$ cat config.mk
export PLATFORM = sky130hd
export DESIGN_NAME = cmac_fixed_pipe
export DESIGN_NICKNAME = d
export VERILOG_FILES = /design/src/rtl/cmac_pkg.sv /design/src/rtl/cmac_fixed_pipe_round_sat.sv /design/src/rtl/cmac_fixed_pipe.sv
export SDC_FILE = /design/constraint.sdc
export NUM_CORES = 1
export LEC_CHECK = 0
export BUFFER_PORTS_ARGS = -buffer_cell sky130_fd_sc_hd__buf_2
export CORE_MARGIN = 5
export CORE_UTILIZATION = 55
export DETAILED_ROUTE_END_ITERATION = 6
export GPL_TIMING_DRIVEN = 0
export PLACE_DENSITY = 0.78
export SLEW_MARGIN = 10
export SYNTH_ARGS = -nofsm -noshare
export SYNTH_HDL_FRONTEND = slang
export SYNTH_SLANG_ARGS = --single-unit
$ cat constraint.sdc
create_clock -name clk -period 6.1 [get_ports clk]
set_input_delay 0.305 -clock clk [delete_from_list [all_inputs] [get_ports clk]]
set_output_delay 0.305 -clock clk [all_outputs]
set_load 0.01 [all_outputs]
$ cat src/rtl/cmac_pkg.sv
// Shared widths, defaults and rounding/saturation helpers for the complex MAC
// datapath and the FIR controller built on top of it.
package cmac_pkg;

  typedef enum logic {
    MODE_WRAP = 1'b0,
    MODE_SAT  = 1'b1
  } sat_mode_e;

  localparam int CMAC_QI_DEF    = 3;
  localparam int CMAC_QF_DEF    = 3;
  localparam int CMAC_GUARD_DEF = 4;
  // Half-LSB of the output grid at the default format.
  localparam int CMAC_RND_DEF   = 1 << (CMAC_QF_DEF - 1);

  function automatic int cmac_w(input int qi, input int qf);
    return qi + qf;
  endfunction

  function automatic int cmac_p(input int qi, input int qf);
    return 2 * cmac_w(qi, qf);
  endfunction

  function automatic int cmac_s(input int qi, input int qf);
    return cmac_p(qi, qf) + 1;
  endfunction

  function automatic int cmac_a(input int qi, input int qf, input int guard);
    return cmac_s(qi, qf) + guard;
  endfunction

  function automatic int cmac_round_const(input int qf);
    return 1 << (qf - 1);
  endfunction

endpackage

$ cat src/rtl/cmac_fixed_pipe_round_sat.sv
// Round-half-up of one accumulator component onto the Q(QI.QF) output grid,
// then clamp or wrap to W bits, reporting whether the value fit.
module fixed_round_sat
  import cmac_pkg::*;
#(
  parameter int QF = CMAC_QF_DEF,
  parameter int W  = 6,
  parameter int A  = 17
) (
  input  logic [A-1:0]        acc,
  input  sat_mode_e           mode,
  output logic signed [W-1:0] y,
  output logic                ovf,
  output logic                clamp
);
  localparam int R = A + 1 - QF;
  localparam logic signed [A:0]   RND_C = (A+1)'(cmac_round_const(QF));
  localparam logic signed [R-1:0] MAXV  = R'((1 << (W - 1)) - 1);
  localparam logic signed [R-1:0] MINV  = -MAXV - R'(1);
  localparam logic [W-1:0]        YMAX  = {1'b0, {(W-1){1'b1}}};
  localparam logic [W-1:0]        YMIN  = {1'b1, {(W-1){1'b0}}};

  logic signed [A:0]   biased;
  logic signed [R-1:0] r;
  logic                fit;

  always_comb begin
    // One extra MSB so the rounding add itself can never wrap.
    biased = $signed({acc[A-1], acc}) + RND_C;
    r      = biased[A:QF];
    fit    = (r >= MINV) && (r <= MAXV);
    ovf    = ~fit;
    clamp  = (mode == MODE_SAT) && ~fit;
    y      = r[W-1:0];
    if (clamp) y = r[R-1] ? YMIN : YMAX;
  end

endmodule

$ cat src/rtl/cmac_fixed_pipe.sv
// Pipelined signed complex multiply-accumulate: products, sums, accumulate,
// then rounded/saturated result held until the writer takes it.
module cmac_fixed_pipe
  import cmac_pkg::*;
#(
  parameter int QI    = CMAC_QI_DEF,
  parameter int QF    = CMAC_QF_DEF,
  parameter int GUARD = CMAC_GUARD_DEF
) (
  input  logic                            clk,
  input  logic                            rst_n,
  input  logic                            in_valid,
  output logic                            in_ready,
  input  logic                            in_last,
  input  logic signed [cmac_w(QI,QF)-1:0] a_re,
  input  logic signed [cmac_w(QI,QF)-1:0] a_im,
  input  logic signed [cmac_w(QI,QF)-1:0] b_re,
  input  logic signed [cmac_w(QI,QF)-1:0] b_im,
  input  logic                            mode_sat,
  output logic                            out_valid,
  input  logic                            out_ready,
  output logic signed [cmac_w(QI,QF)-1:0] y_re,
  output logic signed [cmac_w(QI,QF)-1:0] y_im,
  output logic                            overflow,
  output logic                            sat_flag
);
  localparam int W = cmac_w(QI, QF);
  localparam int P = cmac_p(QI, QF);
  localparam int S = cmac_s(QI, QF);
  localparam int A = cmac_a(QI, QF, GUARD);

  logic signed [P-1:0] pr_q, pr_d, pi_q, pi_d, q1_q, q1_d, q2_q, q2_d;
  logic [1:0]          vld_pipe_q, vld_pipe_d;
  logic                last1_q, last1_d, last2_q, last2_d;
  sat_mode_e           mode1_q, mode1_d, mode2_q, mode2_d, mode3_q, mode3_d;
  logic [1:0][S-1:0]   sum_q, sum_d;
  logic [1:0][A-1:0]   acc_q, acc_d, acc_ext;
  logic                first_q, first_d, done_q, done_d;
  logic [1:0][W-1:0]   y_q, y_d, y_rnd;
  logic [1:0]          ovf_rnd, clamp_rnd;
  logic                out_valid_q, out_valid_d, ovf_q, ovf_d, sat_q, sat_d;
  logic                stall;

  assign stall     = out_valid_q & ~out_ready;
  assign in_ready  = ~stall;
  assign out_valid = out_valid_q;
  assign y_re      = y_q[0];
  assign y_im      = y_q[1];
  assign overflow  = ovf_q;
  assign sat_flag  = sat_q;

  // Component 0 is real, 1 is imaginary throughout.
  for (genvar c = 0; c < 2; c++) begin : g_cmp
    assign acc_ext[c] = {{(A-S){sum_q[c][S-1]}}, sum_q[c]};
    fixed_round_sat #(.QF(QF), .W(W), .A(A)) u_rnd (
      .acc   (acc_q[c]),
      .mode  (mode3_q),
      .y     (y_rnd[c]),
      .ovf   (ovf_rnd[c]),
      .clamp (clamp_rnd[c])
    );
  end

  always_comb begin
    pr_d = pr_q; pi_d = pi_q; q1_d = q1_q; q2_d = q2_q;
    vld_pipe_d = vld_pipe_q;
    last1_d = last1_q; last2_d = last2_q;
    mode1_d = mode1_q; mode2_d = mode2_q; mode3_d = mode3_q;
    sum_d = sum_q; acc_d = acc_q;
    first_d = first_q; done_d = done_q;
    out_valid_d = out_valid_q; y_d = y_q; ovf_d = ovf_q; sat_d = sat_q;
    if (!stall) begin
      vld_pipe_d = {vld_pipe_q[0], in_valid};
      if (in_valid) begin
        pr_d    = a_re * b_re;
        pi_d    = a_im * b_im;
        q1_d    = a_re * b_im;
        q2_d    = a_im * b_re;
        last1_d = in_last;
        mode1_d = sat_mode_e'(mode_sat);
      end
      if (vld_pipe_q[0]) begin
        sum_d[0] = {pr_q[P-1], pr_q} - {pi_q[P-1], pi_q};
        sum_d[1] = {q1_q[P-1], q1_q} + {q2_q[P-1], q2_q};
        last2_d  = last1_q;
        mode2_d  = mode1_q;
      end
      done_d = vld_pipe_q[1] & last2_q;
      if (vld_pipe_q[1]) begin
        for (int c = 0; c < 2; c++)
          acc_d[c] = first_q ? acc_ext[c] : acc_q[c] + acc_ext[c];
        first_d = last2_q;
        mode3_d = mode2_q;
      end
      // Not stalled means any held result is being taken this edge.
      out_valid_d = done_q;
      if (done_q) begin
        y_d   = y_rnd;
        ovf_d = |ovf_rnd;
        sat_d = |clamp_rnd;
      end
    end
  end

  always_ff @(posedge clk or negedge rst_n) begin
    if (!rst_n) begin
      pr_q <= '0; pi_q <= '0; q1_q <= '0; q2_q <= '0;
      vld_pipe_q <= '0;
      last1_q <= 1'b0; last2_q <= 1'b0;
      mode1_q <= MODE_WRAP; mode2_q <= MODE_WRAP; mode3_q <= MODE_WRAP;
      sum_q <= '0; acc_q <= '0;
      first_q <= 1'b1; done_q <= 1'b0;
      out_valid_q <= 1'b0; y_q <= '0; ovf_q <= 1'b0; sat_q <= 1'b0;
    end else begin
      pr_q <= pr_d; pi_q <= pi_d; q1_q <= q1_d; q2_q <= q2_d;
      vld_pipe_q <= vld_pipe_d;
      last1_q <= last1_d; last2_q <= last2_d;
      mode1_q <= mode1_d; mode2_q <= mode2_d; mode3_q <= mode3_d;
      sum_q <= sum_d; acc_q <= acc_d;
      first_q <= first_d; done_q <= done_d;
      out_valid_q <= out_valid_d; y_q <= y_d; ovf_q <= ovf_d; sat_q <= sat_d;
    end
  end

endmodule

==> results.cfg <==
[setup_path]
crit_type = input pin to flip-flop
cp.required_ps = 6390
crit_fanout = 10
cp_num_buf_inv = 3
crit_end = pi_q[11]$_DFFE_PN0P_
crit_start = b_im[4]
cp-end-kind = flip-flop
cp_slowest_stage_delay_ps = 560
r2r-start = acc_q[3]$_DFFE_PN0P_
cp_num_cells = 17
cp.arrival_ps = 4830
crit_top_cell = fa_1
rr_endpoint = acc_q[16]$_DFFE_PN0P_
rrSetupSlack_ps = 3020
reg2reg_depth = 10
critPathSlowestCell = fa_1
start_kind = input pin
crit_chain = buf_2 > clkbuf_1 > nand2_1 > fa_1 > fa_1 > inv_1 > fa_1 > fa_1 > ha_1 > a21o_1 > a21oi_1 > o21bai_1 > a21oi_1 > o21bai_1 > a21oi_1 > xnor2_1 > o21ai_0
critPathTopFamily = adder cells

[grt]
first_global_vias = 10400
overflow = 0
grtUsageTotal_pct = 22.4
grt_max_degree = 69
grt_pass1_wl_um = 49300
antenna_found_initial = 2

[worst_hold_path]
min_path_type = input pin to flip-flop
worstHoldStart = mode_sat

[synthesis]
synth_seq_area_share_pct = 24.9
synth_top_flop_cell = dfrtp_1
async_reset_ff_share_pct = 100
synth_cell_types = 66
synth_area_mm2 = 0.0133
synth_top_area_share_pct = 24.7
ys_warn_count = 0
ys_seq_elements = 132
synth_edf_count = 0
synth_nets = 1753
synthTopCellsByArea = dfrtp_1 (25%), fa_1 (16%), ha_1 (13%)
synth_cells = 1473
synth.avg_cell_area_um2 = 9.03
yosysTopAreaCell = dfrtp_1

[die]
core_area_mm2 = 0.0240
dieArea_mm2 = 0.0274
row_count = 57
ios = 46
chipWidth_um = 165
start_util_pct = 55.3
fp.dieH_um = 165

[sta]
fin_skew_ps = 6.87
relSlewSlack_pct = 54.4
finalHoldViolCount = 0
timing.hold.ws_ps = 123
finalCriticalPeriod_ps = 4540
setup_tns_ps = 0
finalSetupViolations = 0
rsz0062_at_grt = no
fin_crit_sh_pct = 74.5
worst_slack_ps = 1560
worstMarginPinSlew_ps = 678
max_freq_mhz = 220
drv_slew = 0

[finish]
area_growth_pct = 9.83
layout.cells.non_filler = 1876
fin_area_mm2 = 0.0146
layout-drive-gt1-share_pct = 8.18
final_util_pct = 60.8
n_antenna_cell = 0
layout_commonest_cell = inv_1
fillers = 2090
final_cell_mix = inv_1 (167), nand2_1 (164), ha_1 (142), dfrtp_1 (131), fa_1 (108)
layout.nets = 1819

[route]
vias = 10300
drc = 0
antenna_left = 0
wirelength_um = 29100
drt_iter0_markers = 579
vias_per_cell = 5.49
wire_per_inst_um = 15.5
first_pass_iters = 5

[flow_run]
cap_violations = 0

[place]
dp_slack_ps = 1130
finalWeightedCongestion = 0.992
place.detailed.hpwl_um = 23300
placed_area_mm2 = 0.0140
dp.cells = 1843
numPortBuffers = 45

[run_status]
outcome = finished, final reports clean

[clock_tree]
clock-sinks = 132
cts-htree-levels = 4
path_clk_slew_ps = 60
insertion_delay_ps = 430
cts_tree = yes
cts-root-buf = clkbuf_16
cts_buffers = 17
clk_path_buf_depth = 2

[power_and_ir_drop]
power_density_mw_per_mm2 = 497
leakage_nw = 6.99
ir_worst_vdd_mv = 0.225
power_mw = 7.25
-- timing repair --
item | 4_1_cts | 5_1_grt
gates resized for setup | 0 | 0
buffers inserted | 0 | 0
hold endpoints to repair | 64 | 0
setup endpoints to repair | 0 | 0
hold buffers | 1 | 0
-- synth_stat cells (all sizes together), types with 26 or more instances --
library cell    n
inv           167
nand2         164
ha            142
dfrtp         131
fa            108
o21ai         105
and2           92
nor2           70
a21oi          67
xnor2          62
clkbuf         54
xor2           34
mux2           30
nor2b          26
-- metal layers --
layer  up-vias  track usage (%)  share of wire, %
li1       5031                -                 -
met1      4967             27.6                42
met2       227             39.4                50
met3        74             3.67               4.5
met4         4             8.70               3.5
met5         -                0             0.069
-- power by group --
part	total, mW	internal, mW	switching [mW]
clock network	1.09	0.707	0.386
registers	1.69	1.30	0.387
logic	4.47	1.95	2.52
-- worst min path at each step --
stage	endpoint	slack (ps)	cells after the start
after detailed placement	acc_q[13]$_DFFE_PN0P_	320	1
after global routing	last1_q$_DFFE_PN0P_	120	2
after CTS	mode1_q$_DFFE_PN0P_	110	2
after floorplan	acc_ext[0]$_DFFE_PN0P_	9	0
final	mode1_q$_DFFE_PN0P_	120	2
after global placement	y_re[3]$_DFFE_PN0P_	460	1
-- kinds of logic after synthesis --
logic type      share of synthesized area [%]
simple gates                             16.5
compound gates                           13.1
fa+ha+maj                                29.6
buf+inv                                  6.60
flops                                    24.9
xor+xnor                                 6.32
mux                                      3.02
-- state kept, by name, indices dropped and copies added (netlist names), 2 cells and up --
signal and count:
acc_ext 26, acc_q 34, pi_q 12, pr_q 12, q1_q 12, q2_q 12, vld_pipe_q 2, y_im 6
y_re 6
-- layout make-up --
| cell class | count | area (um2) | share of cell area (%) |
|---|---|---|---|
| Multi-Input combinational cell | 1111 | 9110 | 62.4 |
| Clock inverter | 11 | 173 | 1.18 |
| Timing Repair Buffer | 47 | 269 | 1.84 |
| Buffer | 62 | 246 | 1.69 |
| Clock buffer | 21 | 460 | 3.15 |
| Inverter | 168 | 631 | 4.32 |
| Sequential cell | 132 | 3300 | 22.6 |
| Tap cell | 324 | 405 | 2.78 |
No activity file was read; power rests on OpenSTA's default activity.
